$ cat src/rtl/awgn_channel_adder_pkg.sv
// ============================================================================
// awgn_channel_adder_pkg
//
// Purpose:
//   Shared fixed-point definitions for the channel stages that sit behind the
//   scaled Gaussian noise generator. Holds the symbol/noise/sum/power formats
//   and the S(9,7) -> S(8,7) saturate function that every stage reuses.
//
// Contents:
//   SYM_NBT / SYM_NBF     : transmitted symbol format, S(8,7)
//   NOISE_NBT / NOISE_NBF : noise sample format, S(8,7)
//   SUM_NBT               : full-resolution symbol+noise width, S(9,7)
//   POW_NBT               : nI^2+nQ^2 width, U(17,14)
//   sat_result_t          : saturated value plus a "was clipped" flag
//   saturate_sum()        : S(SUM_NBT,F) -> S(SYM_NBT,F) with clip detection
// ============================================================================
package awgn_channel_adder_pkg;

    localparam int SYM_NBT   = 8;
    localparam int SYM_NBF   = 7;
    localparam int NOISE_NBT = 8;
    localparam int NOISE_NBF = 7;
    localparam int SUM_NBT   = SYM_NBT + 1;
    localparam int POW_NBT   = 2 * NOISE_NBT + 1;

    // Largest positive and most negative codes of the symbol format.
    localparam logic [SYM_NBT-1:0] SYM_MAX = {1'b0, {(SYM_NBT-1){1'b1}}};
    localparam logic [SYM_NBT-1:0] SYM_MIN = {1'b1, {(SYM_NBT-1){1'b0}}};

    typedef struct packed {
        logic [SYM_NBT-1:0] value;
        logic               clipped;
    } sat_result_t;

    // One guard bit above the symbol format: if the guard bit and the symbol
    // MSB disagree the value left the representable range, and the guard bit
    // (the true sign) picks which rail to clip to.
    function automatic sat_result_t saturate_sum(input logic [SUM_NBT-1:0] sum);
        sat_result_t res;
        if (sum[SUM_NBT-1] != sum[SUM_NBT-2]) begin
            res.value   = sum[SUM_NBT-1] ? SYM_MIN : SYM_MAX;
            res.clipped = 1'b1;
        end else begin
            res.value   = sum[SYM_NBT-1:0];
            res.clipped = 1'b0;
        end
        return res;
    endfunction

endpackage

$ cat src/rtl/awgn_pow_meter.sv
// ============================================================================
// awgn_pow_meter
//
// Purpose:
//   Averages the instantaneous noise power nI^2+nQ^2 over windows of
//   2^LOG2_WIN samples so the programmed noise sigma can be read back.
//   The mean is a plain right shift of the window sum, so the output keeps
//   the U(17,14) format of the input power.
//
// Ports:
//   i_clock      : system clock
//   i_reset      : asynchronous active-low reset
//   i_valid      : one power sample presented this cycle
//   i_pow        : power sample, U(NBT_POW,14)
//   i_clr        : synchronous clear of accumulator and window counter
//   o_noise_pow  : mean power of the last completed window
//   o_pow_valid  : one-cycle pulse when o_noise_pow updates
// ============================================================================
module awgn_pow_meter #(
    parameter int LOG2_WIN = 10,
    parameter int NBT_POW  = 17
) (
    input  logic               i_clock,
    input  logic               i_reset,
    input  logic               i_valid,
    input  logic [NBT_POW-1:0] i_pow,
    input  logic               i_clr,
    output logic [NBT_POW-1:0] o_noise_pow,
    output logic               o_pow_valid
);

    // Sized so a full window of maximum-power samples cannot overflow.
    localparam int NBT_ACC = NBT_POW + LOG2_WIN;

    logic [NBT_ACC-1:0]  acc;
    logic [NBT_ACC-1:0]  acc_next;
    logic [LOG2_WIN-1:0] win_cnt;
    logic                win_last;

    // The closing sample is folded in combinationally so the mean is
    // published in the same cycle the window completes.
    assign acc_next = acc + NBT_ACC'(i_pow);
    assign win_last = &win_cnt;

    // Accumulate samples; on the last sample of a window publish the mean
    // and restart from zero. Clear takes priority over a sample arriving in
    // the same cycle. The window counter wraps back to zero on its own.
    always_ff @(posedge i_clock or negedge i_reset) begin
        if (!i_reset) begin
            acc         <= '0;
            win_cnt     <= '0;
            o_noise_pow <= '0;
            o_pow_valid <= 1'b0;
        end else begin
            o_pow_valid <= 1'b0;
            if (i_clr) begin
                acc     <= '0;
                win_cnt <= '0;
            end else if (i_valid) begin
                win_cnt <= win_cnt + LOG2_WIN'(1);
                if (win_last) begin
                    o_noise_pow <= acc_next[NBT_ACC-1:LOG2_WIN];
                    o_pow_valid <= 1'b1;
                    acc         <= '0;
                end else begin
                    acc <= acc_next;
                end
            end
        end
    end

endmodule

$ cat src/rtl/awgn_channel_adder.sv
// ============================================================================
// awgn_channel_adder
//
// Purpose:
//   Channel stage directly after the scaled Gaussian noise generator. Adds
//   independent I/Q noise to the transmitted I/Q symbols, saturates the
//   result back to the symbol format through a two-stage pipeline, counts
//   clipped output components and measures mean noise power per window.
//
// Ports:
//   i_clock          : system clock
//   i_reset          : asynchronous active-low reset
//   i_enable         : symbol-rate strobe
//   i_sym_valid      : TX symbols valid (accept = i_enable && i_sym_valid)
//   i_symbI/Q        : TX symbol, S(8,7)
//   i_noise_I/Q      : noise sample, S(8,7)
//   i_noise_valid_I/Q: noise samples valid
//   i_noise_on       : 0 forces the noise to zero (bypass)
//   i_clr_stats      : clears clip counter and power window
//   o_symbI/Q        : noisy symbol, S(8,7), held between samples
//   o_valid          : one-cycle pulse, two cycles after each accept
//   o_noise_pow      : mean of nI^2+nQ^2 over the window, U(17,14)
//   o_pow_valid      : one-cycle pulse when o_noise_pow updates
//   o_sat_count      : saturating count of clipped output components
// ============================================================================
module awgn_channel_adder
    import awgn_channel_adder_pkg::*;
#(
    parameter int NBT_SYM    = SYM_NBT,
    parameter int NBF_SYM    = SYM_NBF,
    parameter int NBT_NOISE  = NOISE_NBT,
    parameter int NBF_NOISE  = NOISE_NBF,
    parameter int LOG2_WIN   = 10,
    parameter int NBT_SATCNT = 16
) (
    input  logic                   i_clock,
    input  logic                   i_reset,
    input  logic                   i_enable,
    input  logic                   i_sym_valid,
    input  logic [NBT_SYM-1:0]     i_symbI,
    input  logic [NBT_SYM-1:0]     i_symbQ,
    input  logic [NBT_NOISE-1:0]   i_noise_I,
    input  logic [NBT_NOISE-1:0]   i_noise_Q,
    input  logic                   i_noise_valid_I,
    input  logic                   i_noise_valid_Q,
    input  logic                   i_noise_on,
    input  logic                   i_clr_stats,
    output logic [NBT_SYM-1:0]     o_symbI,
    output logic [NBT_SYM-1:0]     o_symbQ,
    output logic                   o_valid,
    output logic [2*NBT_NOISE:0]   o_noise_pow,
    output logic                   o_pow_valid,
    output logic [NBT_SATCNT-1:0]  o_sat_count
);

    localparam int NBT_SUM = NBT_SYM + 1;
    localparam int NBT_POW = 2 * NBT_NOISE + 1;

    // The saturate function and the squaring assume symbol and noise share
    // the package's S(8,7) format; refuse to elaborate anything else.
    if (NBT_SYM != SYM_NBT || NBF_SYM != SYM_NBF ||
        NBT_NOISE != NOISE_NBT || NBF_NOISE != NOISE_NBF ||
        NBT_POW != POW_NBT) begin : g_format_check
        $error("awgn_channel_adder: symbol/noise format must be S(8,7)");
    end

    // ------------------------------------------------------------------
    // Input qualification and noise gating
    // ------------------------------------------------------------------
    logic                        accept;
    logic                        noise_gate;
    logic signed [NBT_NOISE-1:0] noise_i;
    logic signed [NBT_NOISE-1:0] noise_q;

    assign accept     = i_enable & i_sym_valid;
    // Noise is only trusted when both components are valid together, so a
    // half-valid pair never skews one rail.
    assign noise_gate = i_noise_on & i_noise_valid_I & i_noise_valid_Q;
    assign noise_i    = noise_gate ? $signed(i_noise_I) : '0;
    assign noise_q    = noise_gate ? $signed(i_noise_Q) : '0;

    // ------------------------------------------------------------------
    // Stage-1 arithmetic: full-resolution sums and instantaneous power
    // ------------------------------------------------------------------
    logic [NBT_SUM-1:0]            sum_i_next;
    logic [NBT_SUM-1:0]            sum_q_next;
    logic signed [2*NBT_NOISE-1:0] sq_i;
    logic signed [2*NBT_NOISE-1:0] sq_q;
    logic [NBT_POW-1:0]            pow_next;

    // One extra integer bit makes the sum exact, so overflow handling is
    // deferred to stage 2.
    assign sum_i_next = {i_symbI[NBT_SYM-1], i_symbI} + {noise_i[NBT_NOISE-1], noise_i};
    assign sum_q_next = {i_symbQ[NBT_SYM-1], i_symbQ} + {noise_q[NBT_NOISE-1], noise_q};

    // Squares are non-negative (max 2^14 for -128), so zero-extending each
    // before the add gives U(17,14) without loss.
    assign sq_i     = noise_i * noise_i;
    assign sq_q     = noise_q * noise_q;
    assign pow_next = {1'b0, sq_i} + {1'b0, sq_q};

    logic               s1_valid;
    logic               s1_stat_valid;
    logic [NBT_SUM-1:0] s1_sum_i;
    logic [NBT_SUM-1:0] s1_sum_q;
    logic [NBT_POW-1:0] s1_pow;

    // Stage-1 register. s1_stat_valid drops a sample that arrives together
    // with a stats clear, so after a clear the statistics only reflect
    // samples accepted strictly later; the sample itself still flows on.
    always_ff @(posedge i_clock or negedge i_reset) begin
        if (!i_reset) begin
            s1_valid      <= 1'b0;
            s1_stat_valid <= 1'b0;
            s1_sum_i      <= '0;
            s1_sum_q      <= '0;
            s1_pow        <= '0;
        end else begin
            s1_valid      <= accept;
            s1_stat_valid <= accept & ~i_clr_stats;
            if (accept) begin
                s1_sum_i <= sum_i_next;
                s1_sum_q <= sum_q_next;
                s1_pow   <= pow_next;
            end
        end
    end

    // ------------------------------------------------------------------
    // Stage 2: saturation and output register
    // ------------------------------------------------------------------
    sat_result_t sat_i;
    sat_result_t sat_q;
    logic [1:0]  clip_count;

    assign sat_i      = saturate_sum(s1_sum_i);
    assign sat_q      = saturate_sum(s1_sum_q);
    assign clip_count = {1'b0, sat_i.clipped} + {1'b0, sat_q.clipped};

    // Outputs only move on a valid stage-1 sample and otherwise hold, so the
    // downstream stage can sample o_symbI/Q at any time.
    always_ff @(posedge i_clock or negedge i_reset) begin
        if (!i_reset) begin
            o_symbI <= '0;
            o_symbQ <= '0;
            o_valid <= 1'b0;
        end else begin
            o_valid <= s1_valid;
            if (s1_valid) begin
                o_symbI <= sat_i.value;
                o_symbQ <= sat_q.value;
            end
        end
    end

    // ------------------------------------------------------------------
    // Clip counter
    // ------------------------------------------------------------------
    logic [NBT_SATCNT:0] cnt_sum;

    // One extra bit catches the carry out so the counter can pin at all-ones
    // instead of wrapping.
    assign cnt_sum = {1'b0, o_sat_count} + {{(NBT_SATCNT-1){1'b0}}, clip_count};

    // Clear wins over a clip arriving in the same cycle.
    always_ff @(posedge i_clock or negedge i_reset) begin
        if (!i_reset) begin
            o_sat_count <= '0;
        end else if (i_clr_stats) begin
            o_sat_count <= '0;
        end else if (s1_stat_valid) begin
            o_sat_count <= cnt_sum[NBT_SATCNT] ? {NBT_SATCNT{1'b1}}
                                               : cnt_sum[NBT_SATCNT-1:0];
        end
    end

    // ------------------------------------------------------------------
    // Noise power meter
    // ------------------------------------------------------------------
    awgn_pow_meter #(
        .LOG2_WIN (LOG2_WIN),
        .NBT_POW  (NBT_POW)
    ) u_pow_meter (
        .i_clock     (i_clock),
        .i_reset     (i_reset),
        .i_valid     (s1_stat_valid),
        .i_pow       (s1_pow),
        .i_clr       (i_clr_stats),
        .o_noise_pow (o_noise_pow),
        .o_pow_valid (o_pow_valid)
    );

endmodule

$ cat config.mk
export PLATFORM = sky130hd
export DESIGN_NAME = awgn_channel_adder
export DESIGN_NICKNAME = d
export VERILOG_FILES = /design/src/rtl/awgn_channel_adder_pkg.sv /design/src/rtl/awgn_pow_meter.sv /design/src/rtl/awgn_channel_adder.sv
export SDC_FILE = /design/constraint.sdc
export NUM_CORES = 1
export LEC_CHECK = 0
export ABC_CLOCK_PERIOD_IN_PS = 3600
export CORE_ASPECT_RATIO = 1.4
export CORE_MARGIN = 2
export CORE_UTILIZATION = 30
export CTS_BUF_LIST = sky130_fd_sc_hd__clkbuf_16
export DETAILED_ROUTE_END_ITERATION = 6
export GPL_ROUTABILITY_DRIVEN = 0
export PLACE_DENSITY = 0.48
export REMOVE_ABC_BUFFERS = 1
export SYNTH_ARGS = -nofsm -noshare
export SYNTH_HDL_FRONTEND = slang
export SYNTH_SLANG_ARGS = --single-unit
$ cat constraint.sdc
create_clock -name i_clock -period 3.6 [get_ports i_clock]
set_clock_uncertainty 0.2 [all_clocks]
set_input_delay 0.9 -clock i_clock [delete_from_list [all_inputs] [get_ports i_clock]]
set_output_delay 0.9 -clock i_clock [all_outputs]
set_load 0.02 [all_outputs]
After elaboration in Yosys (flattened, before gate mapping)
Cells that the tools add are included.
{"block": "totals", "ff_bits": 125, "elab_cells": 49, "input_bits": 40, "output_inout_bits": 51}
{"block": "classes", "n_reduce_logical": 3, "n_mul": 2, "n_eq_ne": 2, "add_sub_neg": 7, "bitwise": 5, "n_mux": 17}
{"cell": "27-bit 2-to-1 mux", "n": 3}
{"cell": "16-bit 2-to-1 mux", "n": 3}
{"cell": "8-bit by 8-bit multiplier with 16-bit output", "n": 2}
{"cell": "8-bit 2-to-1 mux", "n": 4}
{"cell": "27-bit by 17-bit adder with 27-bit output", "n": 1}
{"cell": "10-bit 2-to-1 mux", "n": 2}
{"cell": "8-bit by 8-bit adder with 9-bit output", "n": 2}
{"cell": "9-bit 2-to-1 mux", "n": 2}
{"cell": "16-bit by 16-bit adder with 17-bit output", "n": 1}
{"cell": "16-bit by 2-bit adder with 17-bit output", "n": 1}
{"cell": "12-bit AND reduction", "n": 1}
{"cell": "10-bit by 1-bit adder with 10-bit output, second input constant", "n": 1}
{"cell": "10-bit AND reduction", "n": 1}
{"cell": "1-bit AND", "n": 4}
{"cell": "1-bit 2-to-1 mux", "n": 3}
{"cell": "1-bit by 1-bit adder with 2-bit output", "n": 1}
{"cell": "1-bit != test", "n": 2}
{"cell": "2-bit nonzero test", "n": 1}
{"cell": "1-bit inverter", "n": 1}

Longest topological paths before layout
Gate-level depths: netlist of the first run.
{"block": "logic_depth", "ltp_word": 7, "depth_mapped": 28, "depth_no_buf": 26}

By module
A second synthesis of the first run with hierarchy kept.
{"block": "unflattened", "hier_cells": 1293, "hier_area_um2": 11706.2}
{"module": "awgn_channel_adder", "n_inst": 1, "area_each_um2": 8389.3, "cells_each": 950, "seq_area_each_um2": 1751.7}
{"module": "awgn_pow_meter", "n_inst": 1, "area_each_um2": 3316.9, "cells_each": 343, "seq_area_each_um2": 1376.3}

Least setup slack after synthesis of the first run
OpenSTA, ideal clock, no wires.
{"block": "synth_path", "path_kind": "in2reg", "start": "input i_noise_valid_Q", "end": "register s1_pow[15]", "path_buffers": 2, "setup_slack_ns": -2.697, "required_time_ns": 3.267, "arrival_ns": 5.964, "setup_time_ns": 0.133, "path_stages": 24, "cell_sequence": "and3_1 clkbuf_1 clkbuf_1 and2_1 nand2_1 fa_1 inv_1 fa_1 fa_1 inv_1 fa_1 inv_1 ha_1 a21oi_1 nand2_1 a21oi_1 xnor2_1 ha_1 and2_1 a31oi_1 o211ai_1 a31oi_1 xor2_1 o21ai_0"}
{"block": "synth_via", "elab_chain_len": 4, "word_cells_on_any_way": 6, "classes_between": "add/sub (1); mul (2); mux (2); bitwise (1)"}
{"item": "from (decl)", "line_no": "awgn_channel_adder.sv:45", "rtl": "input logic i_noise_valid_Q,"}
{"item": "1-bit AND (*)", "line_no": "awgn_channel_adder.sv:78", "rtl": "assign noise_gate = i_noise_on & i_noise_valid_I & i_noise_valid_Q;"}
{"item": "8-bit 2-to-1 mux (on tied branches)", "line_no": "awgn_channel_adder.sv:79, awgn_channel_adder.sv:80"}
{"item": "8-bit by 8-bit multiplier with 16-bit output (on tied branches)", "line_no": "awgn_channel_adder.sv:98, awgn_channel_adder.sv:99"}
{"item": "16-bit by 16-bit adder with 17-bit output (*)", "line_no": "awgn_channel_adder.sv:100", "rtl": "assign pow_next = {1'b0, sq_i} + {1'b0, sq_q};"}
{"item": "to (signal assigned)", "line_no": "awgn_channel_adder.sv:124", "rtl": "s1_pow <= pow_next;"}
{"item": "to (decl)", "line_no": "awgn_channel_adder.sv:106", "rtl": "logic [NBT_POW-1:0] s1_pow;"}
Mark *: on every way between the ends. The rest lies on a longest branch, timed or not.
A chain may end at the register's enable or synchronous reset.

Final worst setup path of the first run
Same ends and word-level chain as after synthesis.

==> results of run 1 <==
## final cells by class
type / count / area, µm²
Clock buffer: 17 / 425.4
Inverter: 164 / 630.6
Tap cell: 473 / 591.8
Clock inverter: 15 / 226.5
Timing Repair Buffer: 291 / 2527
Sequential cell: 125 / 3128
Multi-Input combinational cell: 926 / 8646
Fill cell: 3710 / 21450
## final timing paths
path,from,endpoint,slack [ps],cells past startpoint
max,i_noise_valid_Q,s1_pow[15],-2100,24
min,i_reset,s1_sum_i[8],260,1
max reg2reg,s1_sum_i[8],o_sat_count[13],420,10
min reg2reg,u_pow_meter.o_noise_pow[5],u_pow_meter.o_noise_pow[5],280,2
max in group asynchronous,i_reset,u_pow_meter.o_noise_pow[14],2150,2
min in group i_clock,u_pow_meter.o_noise_pow[5],u_pow_meter.o_noise_pow[5],280,2
## metrics by stage
step           instances  setup slack (ps)  setup TNS (ps)  util, %
2_1_floorplan       1214             -3119          -30180        -
6_report            2011             -2100          -20060    42.99
5_1_grt             2011             -2362          -22780    42.99
3_3_place_gp        1955             -3317          -41310    37.67
4_1_cts             2005             -2048          -19880    41.86
3_5_place_dp        1955             -3394          -42370    37.67
## sequential cells by signal, indices dropped and copies added, names as in the netlist
| name | cells |
|---|---|
| u_pow_meter.acc | 27 |
| o_sat_count | 16 |
| u_pow_meter.o_noise_pow | 17 |
| s1_stat_valid | 1 |
| u_pow_meter.win_cnt | 10 |
| s1_valid | 1 |
| s1_sum_i | 9 |
| s1_pow | 17 |
| s1_sum_q | 9 |
| u_pow_meter.o_pow_valid | 1 |
| o_valid | 1 |
| o_symbI | 8 |
| o_symbQ | 8 |
## placed cells by master (no fill, tap or decap), drive strengths merged, types with 15 or more instances in the layout
master / n
buf: 204
inv: 165
nor2: 93
fa: 92
a211oi: 16
and2: 18
ha: 109
dfrtp: 125
nand2: 112
xor2: 28
clkbuf: 19
a21oi: 88
clkdlybuf4s50: 71
and3: 41
xnor2: 62
nand3: 25
a22o: 16
o21ai: 63
nor3: 15
a21o: 20
## kinds of logic (layout without fill, tap and decap cells)
logic type                 Yosys count  after routing  share of synthesized area [%]
adders and majority gates          201            201                          28.02
and+or+nand+nor                    354            355                          14.56
AOI/OAI and AO/OA                  264            264                          15.04
buffers and inverters              201            487                          6.616
muxes                               16             16                          1.542
xor gates and xnor gates            90             90                          6.890
DFF                                125            125                          27.34
## per-layer routing
| layer | wire [µm] | vias to the layer above | GRT usage [%] |
|---|---|---|---|
| met3 | 433 | 26 | 1.701 |
| met2 | 15370 | 96 | 28.49 |
| met4 | 584 | 0 | 4.973 |
| li1 | - | 4749 | - |
| met1 | 12420 | 4580 | 17.91 |
| met5 | 0 | - | 0 |
## report_power, final
group	internal, mW	switching, mW
Clock	1.28	0.632
Combinational	0.853	0.889
Sequential	1.55	0.108
## timing repair
action	4_1_cts	5_1_grt
cloned	2	0
setup buffers	18	6
pin swaps	87	79
gates resized for setup	195	85
endpoints found under the setup margin	21	16
==> impl_metrics.yaml, run 1 <==
floorplanning:
  fp.dieArea_um2: 39740
  die_h_um: 235.1
  die_w_um: 169.0
  initial_core_util_pct: 30.41
  rows: 84
  core_um2: 37630
  io_pins: 91
yosys:
  async_flop_share_pct: 100.0
  synth.avg_cell_area_um2: 9.145
  yosysMostFrequentCell: "inv_1"
  synth_edf_count: 0
  yosys.area.top_type: "dfrtp_1"
  synth_seq_area_share_pct: 27.34
  ys_ff_latch: 125
  yosysTopAreaCellShare_pct: 27.34
  synth_flop_cell: "dfrtp_1"
  yosysUniqueCellTypes: 61
  synth_area_um2: 11440
  synth_common_cells: "inv_1, dfrtp_1, nand2_1"
  synth_warnings: 0
  syn_inst: 1251
  synthTopCellsByArea: "dfrtp_1, fa_1, ha_1"
detailed_routing:
  drt-wirelength-per-cell_um: 14.32
  vias_per_cell: 4.700
  num_vias: 9451
  drtIter0Drc: 358
  drc: 0
  ant_nets: 0
  first_pass_iters: 4
  routed_wl_um: 28810
worst_setup_path:
  end_kind: "flip-flop"
  crit_chain: "buf_6 -> and3_4 -> and2_4 -> nand2_4 -> xor2_2 -> ha_2 -> fa_1 -> fa_1 -> inv_1 -> fa_1 -> inv_1 -> ha_4 -> nor2b_2 -> o211ai_1 -> nand2_2 -> a21oi_2 -> xnor2_2 -> ha_1 -> and2_4 -> a31oi_4 -> o211ai_1 -> a31oi_1 -> xor2_1 -> o21ai_1"
  cp.arrival_ps: 5820
  required_ps: 3720
  critPathKind: "in -> reg"
  cpMostUsedCell: "fa_1"
  cp-start-kind: "primary input"
  max_stage_delay_ps: 500
  cp_max_fo: 5
  cp_slowest_cell: "fa_1"
  cp_num_buf_inv: 3
  cp_top_family: "adder cells"
timing:
  slew_headroom_pct: 32.68
  hold_viol: 0
  hold-worst-slack_ps: 263.2
  clock.fmax_mhz: 175.4
  finalSetupViolCount: 15
  min_period_ps: 5700
  fin_crit_sh_pct: 158.3
  worst_pin_slew_ps: 1010
  rsz0062_at_grt: "yes"
  setup_ws_ps: -2100
  drv_slew: 0
finish:
  nets: 1766
  area_growth_pct: 41.38
  stdcell_area_um2: 16180
  drive_gt1_share_pct: 28.54
  antenna_cells: 0
worst_hold_path:
  hp-class: "in -> async"
grt:
  grt_max_degree: 65
  grt_antenna_before_repair: 0
  grt_pass1_vias: 10110
  grt_pass1_wl_um: 49200
  track_usage_pct: 15.22
  grt.overflow.total: 0
run:
  max_cap_viol_count: 0
cts:
  tritoncts: "done"
  clk_latency_ps: 430
  clk_pin_slew_worst_paths_ps: 60
  numClockSinks: 125
  clock_path_buffers: 2
  h-tree-depth: 4
  numCtsBuffers: 17
  hold_buffers: 0
  cts-root-buf: "clkbuf_16"
place:
  io_buffer_count: 90
  dp_hpwl_um: 22210
  place_area_um2: 14170
run_status:
  status: "complete, but fails checks"
  violations: "negative setup slack"
power:
  power_mw: 5.312
  leakage_nw: 7.829
  vdd.ir_drop.worst_v: 0.0002316
  power_density_nw_per_um2: 328.4
Power figures use the tool's default switching activity.
==> run 2: changes to the inputs <==
--- a/config.mk
+++ b/config.mk
@@ -6,13 +6,15 @@
 export NUM_CORES = 1
 export LEC_CHECK = 0
 export ABC_CLOCK_PERIOD_IN_PS = 3600
+export CELL_PAD_IN_SITES_DETAIL_PLACEMENT = 1
+export CELL_PAD_IN_SITES_GLOBAL_PLACEMENT = 1
 export CORE_ASPECT_RATIO = 1.4
 export CORE_MARGIN = 2
 export CORE_UTILIZATION = 30
 export CTS_BUF_LIST = sky130_fd_sc_hd__clkbuf_16
 export DETAILED_ROUTE_END_ITERATION = 6
 export GPL_ROUTABILITY_DRIVEN = 0
-export PLACE_DENSITY = 0.48
+export PLACE_DENSITY = 0.58
 export REMOVE_ABC_BUFFERS = 1
 export SYNTH_ARGS = -nofsm -noshare
 export SYNTH_HDL_FRONTEND = slang
==> constraint.sdc (replaced) <==
create_clock -name i_clock -period 3.6 [get_ports i_clock]
set_clock_uncertainty 0.2 [all_clocks]
set_input_delay 0.9 -clock i_clock [delete_from_list [all_inputs] [get_ports i_clock]]
set_output_delay 0.9 -clock i_clock [all_outputs]
set_load 0.01 [all_outputs]
==> run 2 against run 1 <==
  * The run still ends with negative setup slack left
  * Register-to-register slack is essentially flat
  * Design area is essentially flat
  * Final cell count grew 0.55%
  * Global-route usage grew 1.7 points
  * Maximum frequency shrank 2.8%
  * Worst setup slack lost 170 ps
  * Count of clock-buffer cells in the layout is the same
  * Non-clock buffer count grew 12
  * Hold slack lost 23 ps
  * Flip-flop and latch count is the same
  * Via count grew 3.0%
  * Sequential share of layout area is essentially flat
  * Largest cell class unchanged
==> impl_metrics.yaml, run 2 (synthesis gave the netlist of run 1 again) <==
run_status:
  status: "complete, but fails checks"
  violations: "negative setup slack"
timing:
  hold_viol: 0
  clock.fmax_mhz: 170.4
  min_period_ps: 5867
  worst_pin_slew_ps: 966.7
  drv_slew: 0
  setup_ws_ps: -2267
  slew_headroom_pct: 35.56
  rsz0062_at_grt: "yes"
  finalSetupViolCount: 13
  fin_crit_sh_pct: 163.0
detailed_routing:
  drtIter0Drc: 329
  drt-wirelength-per-cell_um: 15.98
  routed_wl_um: 32310
  first_pass_iters: 4
  vias_per_cell: 4.814
  num_vias: 9734
  ant_nets: 0
  drc: 0
finish:
  antenna_cells: 0
  multi_input_area_um2: 8546
  layout_commonest_cell: "buf_4"
  fill_cells: 4337
  nets: 1777
  area_growth_pct: 41.33
  final_core_util_pct: 42.97
  largest_register: "u_pow_meter.acc"
  largest_reg_flops: 27
  drive_gt1_share_pct: 28.41
  final-seq-area_um2: 3128
  final_cell_mix: "buf_4, inv_1, dfrtp_1, nand2_1, fa_1"
  reg.largest.list: "u_pow_meter.acc (27), s1_pow (17), u_pow_meter.o_noise_pow (17)"
place:
  dp_slack_ps: -3353
  dp_hpwl_um: 24380
  io_buffer_count: 90
floorplanning:
  fp.dieArea_um2: 39740
  die_w_um: 169.0
  core_um2: 37630
  die_h_um: 235.1
  initial_core_util_pct: 30.41
  rows: 84
  io_pins: 91
grt:
  grt_busiest_layer: "met2"
  grt_pass1_wl_um: 54150
  grt_antenna_before_repair: 0
  track_usage_pct: 16.88
  grt_max_degree: 66
  grt_pass1_vias: 10860
  grt_util_met1_pct: 19.64
  grt.overflow.total: 0
  use_met2_pct: 31.91
  grt_util_met3_pct: 1.971
cts:
  cts-root-buf: "clkbuf_16"
  numCtsBuffers: 17
  h-tree-depth: 4
  clk_pin_slew_worst_paths_ps: 60
  clk_latency_ps: 440
  numClockSinks: 125
  tritoncts: "done"
  clock_path_buffers: 2
worst_setup_path:
  cp-start-kind: "primary input"
  cp.arrival_ps: 5980
  ff2ff_setup_slack_ps: 410
  required_ps: 3710
  cp_max_fo: 6
  end_kind: "flip-flop"
  critPathKind: "in -> reg"
run:
  max_cap_viol_count: 0
worst_hold_path:
  hp-class: "in -> async"
power:
  power_mw: 5.258
  leakage_nw: 7.866
  vdd.ir_drop.worst_v: 0.0002936
  power_density_nw_per_um2: 325.2
run 2: worst paths after layout:
path | start | endpoint | cells past startpoint
setup / recovery | i_noise_valid_Q | s1_pow[14] | 28
hold / removal | i_reset | s1_sum_i[8] | 1
setup reg to reg | s1_sum_q[7] | o_sat_count[9] | 11
hold reg to reg | u_pow_meter.o_noise_pow[5] | u_pow_meter.o_noise_pow[5] | 2
max in group asynchronous | i_reset | o_sat_count[5] | 2
min in group i_clock | u_pow_meter.o_noise_pow[5] | u_pow_meter.o_noise_pow[5] | 2
run 2: what timing repair did:
item	4_1_cts	5_1_grt
pin swaps	94	65
hold buffers	0	0
resized for setup	177	57
endpoints found under the setup margin	18	18
buffers inserted	19	13
gates cloned	2	1
run 2: per-stage QoR:
stage | TNS, ps | hold slack [ps] | cells | instance area (µm²)
floorplan | -30180 | 250.1 | 1214 | 11300
global placement | -38270 | 266.5 | 1957 | 14170
detailed placement | -39860 | 274.8 | 1957 | 14170
CTS | -21760 | 269.9 | 2010 | 15820
global route | -25550 | 296.7 | 2022 | 16170
finish | -22620 | 240.4 | 2022 | 16170
run 2: final cells by class:
type / count / share of cell area (%)
Timing Repair Buffer: 303 / 16.26
Sequential cell: 125 / 19.35
Multi-Input combinational cell: 925 / 52.85
Inverter: 164 / 3.838
Tap cell: 473 / 3.660
Clock buffer: 17 / 2.631
Clock inverter: 15 / 1.416
run 2: layer usage:
metal	wire length [µm]	vias up
met4	707	0
met1	13290	4836
met2	17840	96
li1	-	4765
met3	476	37
met5	0	-
run 2: where the power goes:
group / internal (mW) / leakage (nW) / total [mW] / switching, mW
sequential: 1.55 / 1.65 / 1.66 / 0.112
combinational: 0.823 / 5.89 / 1.67 / 0.850
clock: 1.28 / 0.326 / 1.93 / 0.642
total: 3.65 / 7.87 / 5.26 / 1.60
run 2: critical path, cell delays in order:
cell and delay (ps):
buf_6 90, and3_4 190, buf_12 150, buf_12 120
and3_4 190, ha_4 290, a21oi_4 60, fa_1 520
inv_1 50, ha_1 280, inv_2 40, fa_1 540
inv_2 50, ha_4 200, a21o_1 200, a21oi_4 190
nor2b_4 60, o211ai_1 180, nand2_1 130, a21oi_2 180
xnor2_1 140, ha_1 290, and2_4 190, o21ai_2 130
o21a_1 190, nand2b_1 100, a211oi_2 240, o31ai_1 80
==> run 3: changes to the inputs <==
--- a/config.mk
+++ b/config.mk
@@ -16,6 +16,7 @@
 export GPL_ROUTABILITY_DRIVEN = 0
 export PLACE_DENSITY = 0.58
 export REMOVE_ABC_BUFFERS = 1
+export SKIP_CTS_REPAIR_TIMING = 1
 export SYNTH_ARGS = -nofsm -noshare
 export SYNTH_HDL_FRONTEND = slang
 export SYNTH_SLANG_ARGS = --single-unit
==> run 3 against run 2 <==
  * The flow still finishes with violations (negative setup slack)
  * Critical path depth decreased by 3
  * Sequential share of layout area increased by 0.39 points
  * Combinational power about the same
  * Flip-flop and latch count unchanged
  * First-iteration DRC count increased by 18%
  * Count of clock-buffer cells in the layout unchanged
  * Total power decreased by 0.13%
  * Die area unchanged
  * Clock power about the same
  * Design area decreased by 2.0%
  * Worst setup slack got worse by 16 ps
  * Final cell count decreased by 0.84%
  * Highest routed layer unchanged
==> impl_metrics.yaml, run 3 (synthesis gave the netlist of run 1 again) <==
cts:
  numCtsBuffers: 17
  numClockSinks: 125
  clk_latency_ps: 440
  tritoncts: "done"
  h-tree-depth: 4
  clk_pin_slew_worst_paths_ps: 60
  clock_path_buffers: 2
  cts-root-buf: "clkbuf_16"
finish:
  area_growth_pct: 38.55
  fin_cells: 2005
  drive_gt1_share_pct: 25.46
  nets: 1760
  largest_reg_flops: 27
  final_core_util_pct: 42.13
  antenna_cells: 0
  fill_cells: 4347
  largest_register: "u_pow_meter.acc"
  final_cell_mix: "buf_4, inv_1, dfrtp_1, nand2_1, fa_1"
  layout_commonest_cell: "buf_4"
  reg.largest.list: "u_pow_meter.acc (27), s1_pow (17), u_pow_meter.o_noise_pow (17)"
floorplanning:
  initial_core_util_pct: 30.41
  io_pins: 91
  rows: 84
  die_h_um: 235.1
  core_um2: 37630
  die_w_um: 169.0
  fp.dieArea_um2: 39740
grt:
  grt_antenna_before_repair: 0
  grt_pass1_vias: 10640
  grt.overflow.total: 0
  grt_max_degree: 66
  track_usage_pct: 16.19
  grt_pass1_wl_um: 52140
worst_setup_path:
  end_kind: "flip-flop"
  cp-start-kind: "primary input"
  cp_max_fo: 5
  cp_slowest_cell: "fa_1"
  max_stage_delay_ps: 540
  cpMostUsedCell: "fa_1"
  required_ps: 3710
  critPathKind: "in -> reg"
  cp.arrival_ps: 5990
power:
  vdd.ir_drop.worst_v: 0.0002951
  leakage_nw: 7.850
  power_mw: 5.251
  power_density_nw_per_um2: 331.3
timing:
  setup_ws_ps: -2283
  rsz0062_at_grt: "yes"
  clock.fmax_mhz: 170.0
  min_period_ps: 5883
  finalSetupViolCount: 13
  slew_headroom_pct: 36.08
  worst_pin_slew_ps: 958.9
  hold_viol: 0
  hold-worst-slack_ps: 254.2
  drv_slew: 0
  fin_crit_sh_pct: 163.4
detailed_routing:
  vias_per_cell: 4.819
  drc: 0
  drtIter0Drc: 389
  ant_nets: 0
  drt-wirelength-per-cell_um: 15.88
  first_pass_iters: 4
  routed_wl_um: 31830
  num_vias: 9663
place:
  dp_slack_ps: -3353
  io_buffer_count: 90
  dp_hpwl_um: 24380
  dp.cells: 1957
run_status:
  status: "complete, but fails checks"
  violations: "negative setup slack"
run:
  max_cap_viol_count: 0
worst_hold_path:
  hp-class: "in -> async"
[run 3: cell types whose count changed in the layout (fill, tap and decap cells not counted), sizes merged, moves of 2 or more]
cell / before / now
buf: 216 / 198
dlygate4sd2: 12 / 0
dlymetal6s2s: 3 / 14
inv: 167 / 165
[run 3: worst paths after layout]
path	start	end	slack, ps	cells past startpoint
setup / recovery	i_noise_valid_I	s1_pow[15]	-2280	25
hold / removal	i_reset	s1_sum_i[6]	250	1
setup reg to reg	s1_sum_q[7]	o_sat_count[9]	400	11
hold reg to reg	u_pow_meter.o_noise_pow[5]	u_pow_meter.o_noise_pow[5]	280	2
max in group asynchronous	i_reset	o_sat_count[0]	2210	2
min in group i_clock	u_pow_meter.o_noise_pow[5]	u_pow_meter.o_noise_pow[5]	280	2
[run 3: stage by stage]
| stage | TNS [ps] | cell area, µm² |
|---|---|---|
| global route | -24480 | 15850 |
| finish | -21800 | 15850 |
| floorplan | -30180 | 11300 |
| CTS | -29920 | 14830 |
| detailed placement | -39860 | 14170 |
| global placement | -38270 | 14170 |
[run 3: per-layer routing]
layer | share of wire [%] | GRT usage [%] | up-vias
met1 | 41 | 18.79 | 4789
met2 | 56 | 30.86 | 101
met3 | 1.5 | 1.920 | 41
met5 | 0 | 0 | -
li1 | - | - | 4732
met4 | 2.1 | 4.584 | 0
[run 3: cell type report]
type                       instances  area [µm²]  area share (%)
tap                              473       591.8           3.734
inverter                         164       629.4           3.970
multi-input combinational        925        8348           52.66
timing repair buffer             286        2500           15.77
sequential                       125        3128           19.73
clock buffer                      17       425.4           2.684
clock inverter                    15       229.0           1.444
[run 3: worst max-delay path, delay by kind of cell]
| family | cells | cell delay [ps] |
|---|---|---|
| XOR/XNOR | 3 | 540 |
| AND/OR/NAND/NOR | 6 | 910 |
| AO/OA/AOI/OAI | 6 | 970 |
| buffers and inverters | 4 | 290 |
| adder cells (fa/ha/maj) | 6 | 2370 |
[run 3: power breakdown]
part,internal [mW],leakage [nW],switching [mW]
registers,1.55,1.65,0.112
logic,0.813,5.88,0.853
clock network,1.28,0.326,0.642
total,3.64,7.85,1.61
